File: config.mk
export PLATFORM = sky130hd
export DESIGN_NAME = pong_pixel_pipeline_flat
export DESIGN_NICKNAME = d
export VERILOG_FILES = /design/src/rtl/pong_pkg.sv /design/src/rtl/pong_pixel_pipeline_if.sv /design/src/rtl/seg7_glyph.sv /design/src/rtl/pong_pixel_pipeline.sv /design/src/flat_wrapper.sv
export SDC_FILE = /design/constraint.sdc
export NUM_CORES = 1
export LEC_CHECK = 0
export ABC_AREA = 1
export BUFFER_PORTS_ARGS = -buffer_cell sky130_fd_sc_hd__buf_2
export CAP_MARGIN = 15
export CORE_ASPECT_RATIO = 2
export CORE_UTILIZATION = 53
export CTS_CLUSTER_DIAMETER = 50
export DETAILED_ROUTE_END_ITERATION = 8
export HOLD_SLACK_MARGIN = 0.1
export PLACE_DENSITY = 0.78
export SLEW_MARGIN = 20
export SYNTH_ARGS = -nofsm -noshare
export SYNTH_HDL_FRONTEND = slang
export SYNTH_SLANG_ARGS = --single-unit
File: constraint.sdc
create_clock -name clk -period 2.3 [get_ports clk]
set_clock_uncertainty 0.2 [all_clocks]
set_input_delay 0 -clock clk [delete_from_list [all_inputs] [get_ports clk]]
set_output_delay 0 -clock clk [all_outputs]
set_load 0.01 [all_outputs]
File: src/rtl/pong_pkg.sv
// pong_pkg: shared field geometry, object sizes, score glyph layout, colour classes and flash FSM states.
package pong_pkg;
    localparam logic [9:0] FIELD_X_BEGIN = 10'd8;
    localparam logic [9:0] FIELD_X_END   = 10'd631;
    localparam logic [9:0] FIELD_Y_BEGIN = 10'd8;
    localparam logic [9:0] FIELD_Y_END   = 10'd471;

    localparam logic signed [10:0] BALL_RADIUS      = 11'sd4;
    localparam logic signed [10:0] PADDLE_RADIUS    = 11'sd24;
    localparam logic        [10:0] PADDLE_THICKNESS = 11'd8;

    localparam logic signed [10:0] SCORE_L_X   = 11'sd280;
    localparam logic signed [10:0] SCORE_R_X   = 11'sd340;
    localparam logic signed [10:0] SCORE_Y     = 11'sd16;
    localparam logic signed [10:0] SCORE_W     = 11'sd12;
    localparam logic signed [10:0] SCORE_H     = 11'sd20;
    localparam logic signed [10:0] SCORE_SEG_T = 11'sd2;

    typedef enum logic [1:0] {COL_BG, COL_BORDER, COL_WHITE} colour_t;
    typedef enum logic {IDLE, FLASH} flash_state_t;

    // Segment order {a,b,c,d,e,f,g}; anything above 9 is blank.
    function automatic logic [6:0] seg7_mask(input logic [3:0] d);
        case (d)
            4'd0: return 7'b1111110;
            4'd1: return 7'b0110000;
            4'd2: return 7'b1101101;
            4'd3: return 7'b1111001;
            4'd4: return 7'b0110011;
            4'd5: return 7'b1011011;
            4'd6: return 7'b1011111;
            4'd7: return 7'b1110000;
            4'd8: return 7'b1111111;
            4'd9: return 7'b1111011;
            default: return 7'b0000000;
        endcase
    endfunction
endpackage

File: src/rtl/pong_pixel_pipeline_if.sv
// pong_pixel_pipeline_if: raster, game-state and colour signals of the pong pixel pipeline.
interface pong_pixel_pipeline_if #(
    parameter int NUM_PADDLES = 2,
    parameter int R_W         = 3,
    parameter int G_W         = 3,
    parameter int B_W         = 2
);
    logic [9:0]               pix_x, pix_y;
    logic                     pix_valid, frame_start;
    logic [9:0]               ball_x, ball_y;
    logic [10*NUM_PADDLES-1:0] paddle_x, paddle_y;
    logic [3:0]               left_score, right_score;
    logic [R_W-1:0]           r;
    logic [G_W-1:0]           g;
    logic [B_W-1:0]           b;
    logic                     rgb_valid;

    modport master (
        output pix_x, pix_y, pix_valid, frame_start, ball_x, ball_y,
               paddle_x, paddle_y, left_score, right_score,
        input  r, g, b, rgb_valid
    );
    modport slave (
        input  pix_x, pix_y, pix_valid, frame_start, ball_x, ball_y,
               paddle_x, paddle_y, left_score, right_score,
        output r, g, b, rgb_valid
    );
endinterface

File: src/rtl/seg7_glyph.sv
// seg7_glyph: combinational 7-segment digit hit test at box-local coordinates.
module seg7_glyph
    import pong_pkg::*;
(
    input  logic [3:0]         digit,
    input  logic signed [10:0] x,
    input  logic signed [10:0] y,
    output logic               hit
);
    logic in_box, left, right, upper;
    logic [6:0] seg;
    assign in_box = !x[10] && !y[10] && x < SCORE_W && y < SCORE_H;
    assign left   = x < SCORE_SEG_T;
    assign right  = x >= SCORE_W - SCORE_SEG_T;
    assign upper  = y < (SCORE_H >>> 1);
    assign seg = {y < SCORE_SEG_T, right && upper, right && !upper, y >= SCORE_H - SCORE_SEG_T,
                  left && !upper, left && upper,
                  y >= (SCORE_H >>> 1) - 11'sd1 && y <= (SCORE_H >>> 1)};
    assign hit = in_box && |(seg & seg7_mask(digit));
endmodule

File: src/rtl/pong_pixel_pipeline.sv
// pong_pixel_pipeline: 2-stage pong renderer with per-frame snapshots and a score-change border flash.
// Define PONG_SCORE_DISPLAY_EN to draw the scores as 7-segment digits; otherwise the digits stay blank.
module pong_pixel_pipeline
    import pong_pkg::*;
#(
    parameter int NUM_PADDLES  = 2,
    parameter int R_W          = 3,
    parameter int G_W          = 3,
    parameter int B_W          = 2,
    parameter int FLASH_FRAMES = 30
) (
    input logic clk,
    input logic reset,
    pong_pixel_pipeline_if.slave bus
);
    localparam logic [G_W-1:0] BORDER_G = G_W'(1) << (G_W - 1);
    localparam logic [B_W-1:0] BORDER_B = B_W'(1);

    logic [9:0] ball_xs, ball_ys;
    logic [10*NUM_PADDLES-1:0] pad_xs, pad_ys;
    logic [3:0] left_s, right_s, left_d, right_d;
    logic score_change;
    assign score_change = {bus.left_score, bus.right_score} != {left_s, right_s};

    always_ff @(posedge clk or posedge reset)
        if (reset) begin
            ball_xs <= '0;
            ball_ys <= '0;
            pad_xs  <= '0;
            pad_ys  <= '0;
            left_s  <= '0;
            right_s <= '0;
        end else if (bus.frame_start) begin
            ball_xs <= bus.ball_x;
            ball_ys <= bus.ball_y;
            pad_xs  <= bus.paddle_x;
            pad_ys  <= bus.paddle_y;
            left_s  <= bus.left_score;
            right_s <= bus.right_score;
        end

    flash_state_t state, state_n;
    logic [7:0] cnt, cnt_n;

    always_ff @(posedge clk or posedge reset)
        if (reset) begin
            state <= IDLE;
            cnt   <= '0;
        end else begin
            state <= state_n;
            cnt   <= cnt_n;
        end

    always_comb begin
        state_n = state;
        cnt_n   = cnt;
        if (bus.frame_start && score_change) begin
            state_n = FLASH;
            cnt_n   = 8'(FLASH_FRAMES);
        end else if (bus.frame_start && state == FLASH) begin
            cnt_n   = cnt - 8'd1;
            state_n = cnt == 8'd1 ? IDLE : FLASH;
        end
    end

    // Hit tests run in 11-bit signed space so centres near 0 never wrap.
    logic signed [10:0] ball_dx, ball_dy, sl_x, sr_x, s_y;
    logic [NUM_PADDLES-1:0] pad_hit, pad_q;
    logic ball_hit, border_hit, score_hit, left_hit, right_hit;
    logic valid_q, ball_q, border_q, score_q;

    assign ball_dx  = signed'({1'b0, bus.pix_x}) - signed'({1'b0, ball_xs});
    assign ball_dy  = signed'({1'b0, bus.pix_y}) - signed'({1'b0, ball_ys});
    assign ball_hit = ball_dx >= -BALL_RADIUS && ball_dx <= BALL_RADIUS &&
                      ball_dy >= -BALL_RADIUS && ball_dy <= BALL_RADIUS;

    for (genvar i = 0; i < NUM_PADDLES; i++) begin : g_pad
        logic [10:0] px;
        logic signed [10:0] dy;
        assign px = {1'b0, pad_xs[10*i +: 10]};
        assign dy = signed'({1'b0, bus.pix_y}) - signed'({1'b0, pad_ys[10*i +: 10]});
        assign pad_hit[i] = {1'b0, bus.pix_x} >= px && {1'b0, bus.pix_x} <= px + PADDLE_THICKNESS &&
                            dy >= -PADDLE_RADIUS && dy <= PADDLE_RADIUS;
    end

    assign border_hit = bus.pix_x < FIELD_X_BEGIN || bus.pix_x > FIELD_X_END ||
                        bus.pix_y < FIELD_Y_BEGIN || bus.pix_y > FIELD_Y_END;

`ifdef PONG_SCORE_DISPLAY_EN
    assign left_d  = left_s;
    assign right_d = right_s;
`else
    assign left_d  = 4'hf;
    assign right_d = 4'hf;
`endif

    assign sl_x = signed'({1'b0, bus.pix_x}) - SCORE_L_X;
    assign sr_x = signed'({1'b0, bus.pix_x}) - SCORE_R_X;
    assign s_y  = signed'({1'b0, bus.pix_y}) - SCORE_Y;

    seg7_glyph u_left  (.digit(left_d),  .x(sl_x), .y(s_y), .hit(left_hit));
    seg7_glyph u_right (.digit(right_d), .x(sr_x), .y(s_y), .hit(right_hit));
    assign score_hit = left_hit || right_hit;

    always_ff @(posedge clk or posedge reset)
        if (reset) begin
            valid_q  <= 1'b0;
            ball_q   <= 1'b0;
            pad_q    <= '0;
            border_q <= 1'b0;
            score_q  <= 1'b0;
        end else begin
            valid_q  <= bus.pix_valid;
            ball_q   <= ball_hit;
            pad_q    <= pad_hit;
            border_q <= border_hit;
            score_q  <= score_hit;
        end

    colour_t col;
    logic flash_white;
    assign flash_white = state == FLASH && cnt[0];
    assign col = !valid_q ? COL_BG :
                 (ball_q || |pad_q || score_q) ? COL_WHITE :
                 !border_q ? COL_BG :
                 flash_white ? COL_WHITE : COL_BORDER;

    always_ff @(posedge clk or posedge reset)
        if (reset) begin
            bus.rgb_valid <= 1'b0;
            bus.r <= '0;
            bus.g <= '0;
            bus.b <= '0;
        end else begin
            bus.rgb_valid <= valid_q;
            bus.r <= {R_W{col == COL_WHITE}};
            bus.g <= col == COL_WHITE ? {G_W{1'b1}} : col == COL_BORDER ? BORDER_G : '0;
            bus.b <= col == COL_WHITE ? {B_W{1'b1}} : col == COL_BORDER ? BORDER_B : '0;
        end
endmodule

File: src/flat_wrapper.sv
// flat-port wrapper written by rule: the top's interface ports become plain ports
module pong_pixel_pipeline_flat import pong_pkg::*;
#(
    parameter int NUM_PADDLES  = 2,
    parameter int R_W          = 3,
    parameter int G_W          = 3,
    parameter int B_W          = 2,
    parameter int FLASH_FRAMES = 30
)
  (clk, reset, bus_pix_x, bus_pix_y, bus_pix_valid, bus_frame_start, bus_ball_x, bus_ball_y, bus_paddle_x, bus_paddle_y, bus_left_score, bus_right_score, bus_r, bus_g, bus_b, bus_rgb_valid);
  pong_pixel_pipeline_if #(.NUM_PADDLES(NUM_PADDLES), .R_W(R_W), .G_W(G_W), .B_W(B_W)) bus_i ();
  input logic clk;
  input logic reset;
  input wire logic [$bits(bus_i.pix_x)-1:0] bus_pix_x;
  input wire logic [$bits(bus_i.pix_y)-1:0] bus_pix_y;
  input wire logic [$bits(bus_i.pix_valid)-1:0] bus_pix_valid;
  input wire logic [$bits(bus_i.frame_start)-1:0] bus_frame_start;
  input wire logic [$bits(bus_i.ball_x)-1:0] bus_ball_x;
  input wire logic [$bits(bus_i.ball_y)-1:0] bus_ball_y;
  input wire logic [$bits(bus_i.paddle_x)-1:0] bus_paddle_x;
  input wire logic [$bits(bus_i.paddle_y)-1:0] bus_paddle_y;
  input wire logic [$bits(bus_i.left_score)-1:0] bus_left_score;
  input wire logic [$bits(bus_i.right_score)-1:0] bus_right_score;
  output wire logic [$bits(bus_i.r)-1:0] bus_r;
  output wire logic [$bits(bus_i.g)-1:0] bus_g;
  output wire logic [$bits(bus_i.b)-1:0] bus_b;
  output wire logic [$bits(bus_i.rgb_valid)-1:0] bus_rgb_valid;
  assign bus_i.pix_x = bus_pix_x;
  assign bus_i.pix_y = bus_pix_y;
  assign bus_i.pix_valid = bus_pix_valid;
  assign bus_i.frame_start = bus_frame_start;
  assign bus_i.ball_x = bus_ball_x;
  assign bus_i.ball_y = bus_ball_y;
  assign bus_i.paddle_x = bus_paddle_x;
  assign bus_i.paddle_y = bus_paddle_y;
  assign bus_i.left_score = bus_left_score;
  assign bus_i.right_score = bus_right_score;
  assign bus_r = bus_i.r;
  assign bus_g = bus_i.g;
  assign bus_b = bus_i.b;
  assign bus_rgb_valid = bus_i.rgb_valid;
  pong_pixel_pipeline #(.NUM_PADDLES(NUM_PADDLES), .R_W(R_W), .G_W(G_W), .B_W(B_W), .FLASH_FRAMES(FLASH_FRAMES)) u_core (.clk(clk), .reset(reset), .bus(bus_i));
endmodule
==> reports/qor.yml <==
status: "finished, final reports clean"
ys_seq_area_frac: 0.308
setup_ws_ns: 0.0219
max_freq_ghz: 0.439
wire_per_inst_um: 15.0
yosysWarnings: 0
vias_per_cell: 5.33
hp-class: "in -> async"
die_h_um: 163
grt_setup_unrepaired: "yes"
drive_above_1_share: 0.162
antenna_left: 0
drt_iter0_drc: 359
initial_core_util: 0.547
clk_latency_ns: 0.35
die_x_um: 82.7
crit_path_max_incr_delay_ns: 0.41
fin_util: 0.731
rr_worst_depth: 12
grt_antenna_before_repair: 0
critPathLaunchType: "flop"
synth_enable_flop_cells: 0
critPathKind: "reg -> reg"
die-area_mm2: 0.0135
rows: 58
setup_viol: 0
cellPowerDensity_mw_per_mm2: 557
io_buffers: 100
p_leak_uw: 0.00480
critPathCaptureType: "flop"
slew_headroom: 0.656
first_global_vias: 7324
crit_slowest_cell: "dfrtp_1"
cts_tree: "yes"
maxSlewViolCount: 0
regArea_mm2: 0.00213
synth_nets: 1164
max-vdd-ir-drop_mv: 0.436
areaGrowthSynthToFinish_pct: 33.7
track_usage: 0.315
synthCells: 989
cp.depth: 12
crit_path_cell_trace: "ha_4 -> nand3_4 -> nor3_4 -> xor2_1 -> ha_1 -> and3_4 -> nand4_1 -> nor2_1 -> a31oi_1 -> a21oi_2 -> nand2_1 -> nor2_2"
finalHoldViolations: 0
cts_max_level: 3
critPathBufInv: 0
critPathRequiredTime_ns: 2.34
hpwl_um: 14100
n_fill_cell: 1003
multi_input_area_mm2: 0.00427
drt_drc_violations_left: 0
async_reset_ff_frac: 1.00
avgSynthCellArea_um2: 6.99
grt-ovfl-total: 0
timing.final.crit_share: 0.990
clock-sinks: 85
synth_area_mm2: 0.00691
cts-buffers-inserted: 9
drv_cap: 0
synth_ff_type: "dfrtp_1"
worst_path_dominant_cell_family: "simple AND/OR/NAND/NOR gates"
num_vias: 7267
grt_first_pass_wirelength_um: 32200
synth-seq-cells: 85
pin_count: 101
clk_path_buf_depth: 2
core_mm2: 0.0126
synth.distinct_cells: 40
min_period_ns: 2.28
cp_max_fo: 3
place_congestion: 0.935
clkTransAtPathRegs_ns: 0.06
post-place-ws_ns: -0.0680
cts.root.buffer_cell: "clkbuf_16"
finalWirelength_um: 20500
diodes: 0
grt_start_max_net_pins: 86
nets: 1383
crit_arrival_ns: 2.32
firstDrtPassIters: 5
p_total_uw: 5150
worst_slew_pin_slew_ns: 0.516
final timing paths:
path | from | end | slack, ns
max | u_core.pad_xs[4] | u_core.pad_q[0] | 0.02
min | reset | u_core.pad_xs[12] | 0.1
max reg2reg | u_core.pad_xs[4] | u_core.pad_q[0] | 0.02
min reg2reg | u_core.valid_q | u_core.bus.rgb_valid | 0.22
max in group asynchronous | reset | u_core.ball_q | 1.36
min in group clk | bus_pix_valid | u_core.valid_q | 0.12
routing by layer:
layer  vias to the layer above  wire length, um  GRT usage
li1                       3627                -          -
met1                      3321             7480      0.306
met3                        86              841     0.0380
met4                         0             1350      0.212
met2                       233            10800      0.586
met5                         -                0          0
cells in the final DEF (no fill, tap or decap), types with 2 or more instances in the layout:
master         instances
ha_4                   2
dlygate4sd3_1        110
a21oi_2                9
o21ai_0               76
xnor2_1               12
nand3_2                8
clkbuf_16              9
inv_2                  5
nand3_1               57
fa_2                   3
inv_1                145
nor2_2                 8
nor3_4                 3
nor4_1                 4
nand2_1              284
a21o_1                 2
nor2_1                73
buf_4                 20
ha_2                   5
nand4_1               24
nor3_1                 4
ha_1                  72
xor2_1                14
nand2_2                9
dfrtp_1               84
and2_1                 2
buf_2                 99
o31ai_1                2
clkinvlp_4             3
clkbuf_8               2
nand3b_1               5
a21oi_1               32
o21bai_1               4
o211ai_1               2
area by class of cell:
cell class / count / area share
multi-input combinational: 730 / 0.462
sequential: 85 / 0.230
timing repair buffer: 230 / 0.191
inverter: 152 / 0.0624
clock buffer: 11 / 0.0274
tap: 150 / 0.0203
clock inverter: 5 / 0.00637
worst reg2reg max path: stages (launching register included):
cell	delay, ns
dfrtp_1	0.41
ha_4	0.17
nand3_4	0.09
nor3_4	0.18
xor2_1	0.17
ha_1	0.26
and3_4	0.18
nand4_1	0.07
nor2_1	0.05
a31oi_1	0.18
a21oi_2	0.10
nand2_1	0.08
nor2_2	0.03
synth_stat cells, types with 2 or more instances:
cell / instances / share of area
nand3_2: 2 / 0.0029
inv_1: 150 / 0.081
and2_1: 2 / 0.0018
buf_4: 6 / 0.0065
a21o_1: 2 / 0.0022
inv_2: 2 / 0.0011
nor3_1: 7 / 0.0051
o21ai_0: 76 / 0.055
nor2_2: 5 / 0.0045
fa_1: 4 / 0.012
nor2_1: 76 / 0.041
o31ai_1: 2 / 0.0022
a21oi_1: 35 / 0.025
nand3_1: 64 / 0.046
nand2_1: 287 / 0.16
xnor2_1: 12 / 0.015
nand2_2: 6 / 0.0054
xor2_1: 15 / 0.019
nand3b_1: 5 / 0.0054
nor4_1: 4 / 0.0036
dfrtp_1: 85 / 0.31
buf_2: 2 / 0.0014
nand4_1: 24 / 0.022
ha_1: 79 / 0.14
o21bai_1: 4 / 0.0043
clkbuf_1: 13 / 0.0071
o211ai_1: 2 / 0.0022
a21oi_2: 6 / 0.0076
sequential cells by signal, indices dropped and copies added, names as in the netlist:
name	flops
u_core.bus.rgb_valid	1
u_core.bus.g	1
u_core.state	1
u_core.ball_ys	10
u_core.pad_xs	20
u_core.pad_q	2
u_core.pad_ys	20
u_core.cnt	8
u_core.right_s	4
u_core.left_s	4
u_core.valid_q	1
u_core.ball_xs	10
u_core.bus.b	1
u_core.ball_q	1
u_core.border_q	1
cell families (layout without fill, tap and decap cells):
family | after synthesis | after routing | share of synthesized area
xor gates and xnor gates | 27 | 27 | 0.0342
adders and majority gates | 83 | 83 | 0.155
AOI/OAI and AO/OA | 134 | 134 | 0.107
and+or+nand+nor | 486 | 486 | 0.298
DFF | 85 | 85 | 0.308
buffers and inverters | 174 | 398 | 0.0981
per-stage QoR:
step,instances,setup TNS (ns),hold slack [ns],area [um^2]
after floorplan,989,0,-0.169,6910
after global placement,1226,-0.0276,-0.0621,7580
after detailed placement,1226,-0.0680,-0.0638,7580
after CTS,1353,0,0.120,9020
after global routing,1363,-0.292,0.115,9240
final,1363,0,0.0961,9240
power breakdown:
part	internal [uW]	total (uW)	switching [uW]
combinational	789	1900	1120
sequential	1620	1690	68.4
clock	902	1550	649
timing repair:
item / 4_1_cts / 5_1_grt
hold buffers: 110 / 0
endpoints found under the setup margin: 1 / 3
resized for setup: 4 / 39
pin swaps: 1 / 15
hold endpoints to repair: 166 / 0
buffers inserted: 1 / 10
Power figures use the tool's default switching activity.
